===== src/rtl/lshift_rotate_reg.sv =====
`default_nettype none
// ============================================================================
// Module   : lshift_rotate_reg
// Brief    : Parallel-loadable left shifter with optional MSB-to-LSB wrap.
// Revision : 1.0
// ============================================================================
module lshift_rotate_reg #(
    parameter int WIDTH  = 8,
    parameter bit ROTATE = 1'b1
) (
    input  logic             clk,
    input  logic             rstn,
    input  logic [WIDTH-1:0] load_val,
    input  logic             load_en,
    output logic [WIDTH-1:0] op
);

    logic [WIDTH-1:0] op_q;
    logic [WIDTH-1:0] op_d;
    logic [WIDTH-1:0] shifted;

    // Only the LSB fill bit differs between the two modes.
    generate
        if (ROTATE) begin : g_rotate
            assign shifted = {op_q[WIDTH-2:0], op_q[WIDTH-1]};
        end else begin : g_logical
            assign shifted = {op_q[WIDTH-2:0], 1'b0};
        end
    endgenerate

    always_comb begin
        op_d = shifted;
        if (load_en) begin
            op_d = load_val;
        end
    end

    always_ff @(posedge clk or negedge rstn) begin
        if (!rstn) begin
            op_q <= '0;
        end else begin
            op_q <= op_d;
        end
    end

    assign op = op_q;

endmodule
`default_nettype wire


===== config.mk =====
export PLATFORM = sky130hd
export DESIGN_NAME = lshift_rotate_reg
export DESIGN_NICKNAME = d
export VERILOG_FILES = /design/src/rtl/lshift_rotate_reg.sv
export SDC_FILE = /design/constraint.sdc
export NUM_CORES = 1
export LEC_CHECK = 0
export ABC_AREA = 1
export CAP_MARGIN = 20
export CORE_AREA = 2 2 39 41
export CTS_BUF_LIST = sky130_fd_sc_hd__clkbuf_2 sky130_fd_sc_hd__clkbuf_4 sky130_fd_sc_hd__clkbuf_8
export DETAILED_ROUTE_END_ITERATION = 10
export DIE_AREA = 0 0 41 43
export HOLD_SLACK_MARGIN = 0.08
export PLACE_DENSITY = 0.66
export RECOVER_POWER = 50
export SYNTH_ARGS = -nofsm -noshare
export SYNTH_HDL_FRONTEND = slang
export SYNTH_SLANG_ARGS = --single-unit

===== constraint.sdc =====
create_clock -name clk -period 0.8 [get_ports clk]
set_input_delay 0.08 -clock clk [delete_from_list [all_inputs] [get_ports clk]]
set_output_delay 0.08 -clock clk [all_outputs]
set_load 0.005 [all_outputs]

# ---- Word level (Yosys, flattened, before mapping)
# Index checks and enable logic that the tools add are counted.
dict set report totals {
  out_inout_bits 8
  ramBits 0
  elab_cells 2
  mem_count 0
  romBits 0
  regBits 8
  latch_bits 0
}
dict set report classes {
  shifts 0
  reduce_logical 0
  multipliers 0
  div_mod_pow 0
  n_bitwise 0
  eq_ne 0
  n_lt_le_gt_ge 0
  addsub 0
  muxes 1
}
# operator count
set ops {}
lappend ops {{8-bit two-way mux} 1}

# ---- Logic depth before layout (Yosys ltp)
dict set report logic_depth {
  depth_word 1
  ltp_mapped 4
  mapped_depth_nobuf 3
}

# ---- Worst setup path before layout
# OpenSTA, ideal clock, no wires.
dict set report synth_path {
  path_kind {register to register}
  start {register op_q[7] (netlist: op[7])}
  end {register op_q[0] (netlist: op[0])}
  t_arrival_ns 0.465
  required_ns 0.684
  setup_slack_ns 0.219
  path_buffers 0
  stages_incl_launch_ff 3
  path_cell_list {dfrtp_1 > nand2_1 > nand2_1}
}
dict set report synth_via {
  elab_chain_len 1
}
# element line_no
set synth_rtl {}
lappend synth_rtl {{start: declaration} 18} ;# logic [WIDTH-1:0] op_q;
lappend synth_rtl {{start signal: assignment} 42} ;# op_q <= op_d;
lappend synth_rtl {{8-bit two-way mux} 33} ;# if (load_en) begin
lappend synth_rtl {{named net op_d[0]} 19} ;# logic [WIDTH-1:0] op_d;
# The timed path passes the listed nets, and every way through them passes these cells.

# ---- Worst setup path after layout
dict set report layout_path {
  start {register op_q[6] (netlist: op[6])}
  end {output port op[6]}
}
# element line_no
set layout_rtl {}
lappend layout_rtl {{end: declaration} 15} ;# output logic [WIDTH-1:0] op
# No word-level cell between the ends.

==> results.json <==
{
  "place_inst": 71,
  "yosys.area.top_type": "dfrtp_1",
  "die_x_um": 41,
  "vias": 291,
  "fin_skew_ns": 0.00862,
  "cts_sinks": 8,
  "overflow": 0,
  "worstPathRequired_ns": 0.72,
  "r2r_setup_slack_ns": -0.02,
  "synthTopCellsByArea": "dfrtp_1 (66%), nand2_1 (30%), buf_6 (3.7%), inv_2 (1.2%)",
  "power.total_uw": 945,
  "netlist_instances": 34,
  "wire_per_inst_um": 9.13,
  "critPathCaptureType": "primary output",
  "finalWirelength_um": 694,
  "synthAdderAreaFrac": 0,
  "antenna_cells": 0,
  "status": "finished with violations",
  "first_pass_iters": 2,
  "antenna_left": 0,
  "muxShareOfSynthArea": 0,
  "use_met1": 0.114,
  "routed_via_density": 3.83,
  "grt_pass1_vias": 258,
  "numPortBuffers": 18,
  "fmax_ghz": 1.19,
  "path_buf_inv": 1,
  "tightestPinTransition_ns": 0.373,
  "setup_violations": 9,
  "ys_seq_area_frac": 0.656,
  "cts_buffers": 3,
  "drc": 0,
  "synth_compound_area_frac": 0,
  "fillers": 159,
  "antenna_found_initial": 0,
  "area_growth_pct": 70.9,
  "nets": 73,
  "yosys.area_share.xor_xnor": 0,
  "final_common_cell": "nand2_1",
  "clk_latency_ns": 0.25,
  "die_h_um": 43,
  "grt_usage": 0.0976,
  "ir_worst_vdd_mv": 0.603,
  "cp_slowest_cell": "dfrtp_1",
  "cp_slowest_stage_delay_ns": 0.38,
  "grt_max_degree": 9,
  "post-dp-hpwl_um": 501,
  "routabilityCongestion": 0.642,
  "cts_tree": "yes",
  "synth_top_family_by_area": "simple AND/OR/NAND/NOR gates",
  "min_path_type": "in -> async",
  "synth_top_cell_area_share": 0.656,
  "drv_slew": 0,
  "slew_headroom": 0.750,
  "cts_root_buffer": "clkbuf_4",
  "avgSynthCellArea_um2": 8.98,
  "grt_use_met3": 0.0471,
  "crit_fanout": 2,
  "dieArea_mm2": 0.00176,
  "drive_above_1_share": 0.300,
  "path_delay_family": "flip-flops",
  "cp_cell_sequence": "buf_2",
  "r2r-start": "op[4]",
  "drv_cap": 0,
  "largest_reg_flops": 8,
  "synth_area_um2": 305,
  "critPathKind": "reg -> out",
  "synth_nets": 45,
  "power_density_mw_per_mm2": 1810,
  "arrival_ns": 0.76,
  "crit_path_start_kind": "flop",
  "violations": "negative setup slack",
  "initialDrtViolationCount": 3,
  "synth-simple-area-share": 0.295,
  "core_area_mm2": 0.00138,
  "initial_core_util": 0.221,
  "hold_viol": 0,
  "power_leakage_uw": 0.000288,
  "r2r_cells": 4,
  "layout.cells.non_filler": 76,
  "path_clk_slew_ns": 0.06,
  "period_needed_ns": 0.838,
  "num_io_pins": 19,
  "rsz0062_at_grt": "yes",
  "rr_endpoint": "op[5]",
  "mostFrequentLayoutCells": "nand2_1 (24), clkdlybuf4s50_1 (9), dfrtp_1 (8), buf_2 (8), buf_4 (6)",
  "clk_path_buf_depth": 2,
  "setup_slack_ns": -0.0385,
  "grt.busiest_layer": "met2",
  "grt_pass1_wl_mm": 1.04,
  "yosysWarnings": 0,
  "num_rows": 14,
  "synth-seq-cells": 8,
  "grt_use_met2": 0.119,
  "synth_cell_types": 4,
  "period_share": 1.05,
  "cts.htree.levels": 1
}
==> per-layer routing <==
layer | share of wire | vias to the layer above
met5 | 0 | -
met4 | 0 | 0
met3 | 0.10 | 0
met2 | 0.46 | 12
met1 | 0.43 | 125
li1 | - | 154
==> cell type report <==
type | count | area [um2] | share of cell area
Multi-Input combinational cell | 24 | 90.1 | 0.173
Inverter | 1 | 3.75 | 0.00719
Sequential cell | 8 | 200 | 0.384
Timing Repair Buffer | 24 | 185 | 0.355
Tap cell | 16 | 20.0 | 0.0384
Clock buffer | 3 | 22.5 | 0.0432
==> kinds of logic (layout without fill, tap and decap cells) <==
| kind of cell | count (synthesis) | count (layout) |
|---|---|---|
| buffers and inverters | 2 | 28 |
| DFF | 8 | 8 |
| and+or+nand+nor | 24 | 24 |
==> worst max path at each step <==
| stage | start | cells after the start | slack, ns | endpoint |
|---|---|---|---|---|
| after global placement | load_en | 4 | -0.13 | op[5] |
| after floorplan | op[7] | 2 | 0.22 | op[0] |
| after global routing | op[6] | 1 | -0.07 | op[6] |
| final | op[6] | 1 | -0.04 | op[6] |
| after detailed placement | load_en | 4 | -0.12 | op[5] |
| after CTS | op[2] | 1 | -0.05 | op[2] |
==> power breakdown <==
part	internal (uW)	switching [uW]	leakage, uW
Clock	172	140	0.0000138
Combinational	110	66.3	0.000177
Sequential	441	16.4	0.0000974
==> stage by stage <==
step	util	hold slack [ns]	setup TNS (ns)	setup slack (ns)	cell area [um2]
after global placement	0.379	0.376	-1.78	-0.132	524
after global routing	0.377	0.202	-0.557	-0.0682	522
after CTS	0.377	0.110	-0.351	-0.0479	522
after floorplan	-	-0.216	0	0.219	305
final	0.377	0.173	-0.243	-0.0385	522
after detailed placement	0.379	0.384	-1.77	-0.125	524
==> cells in the mapped netlist <==
master	n
nand2_1	24
buf_6	1
inv_2	1
dfrtp_1	8
==> what timing repair did <==
action                                  4_1_cts  5_1_grt
endpoints found under the setup margin        8        9
cloned                                        0        0
gates resized for setup                      32        0
setup buffers                                 2        0
hold buffers                                  0        0
No activity file was read; power rests on OpenSTA's default activity.
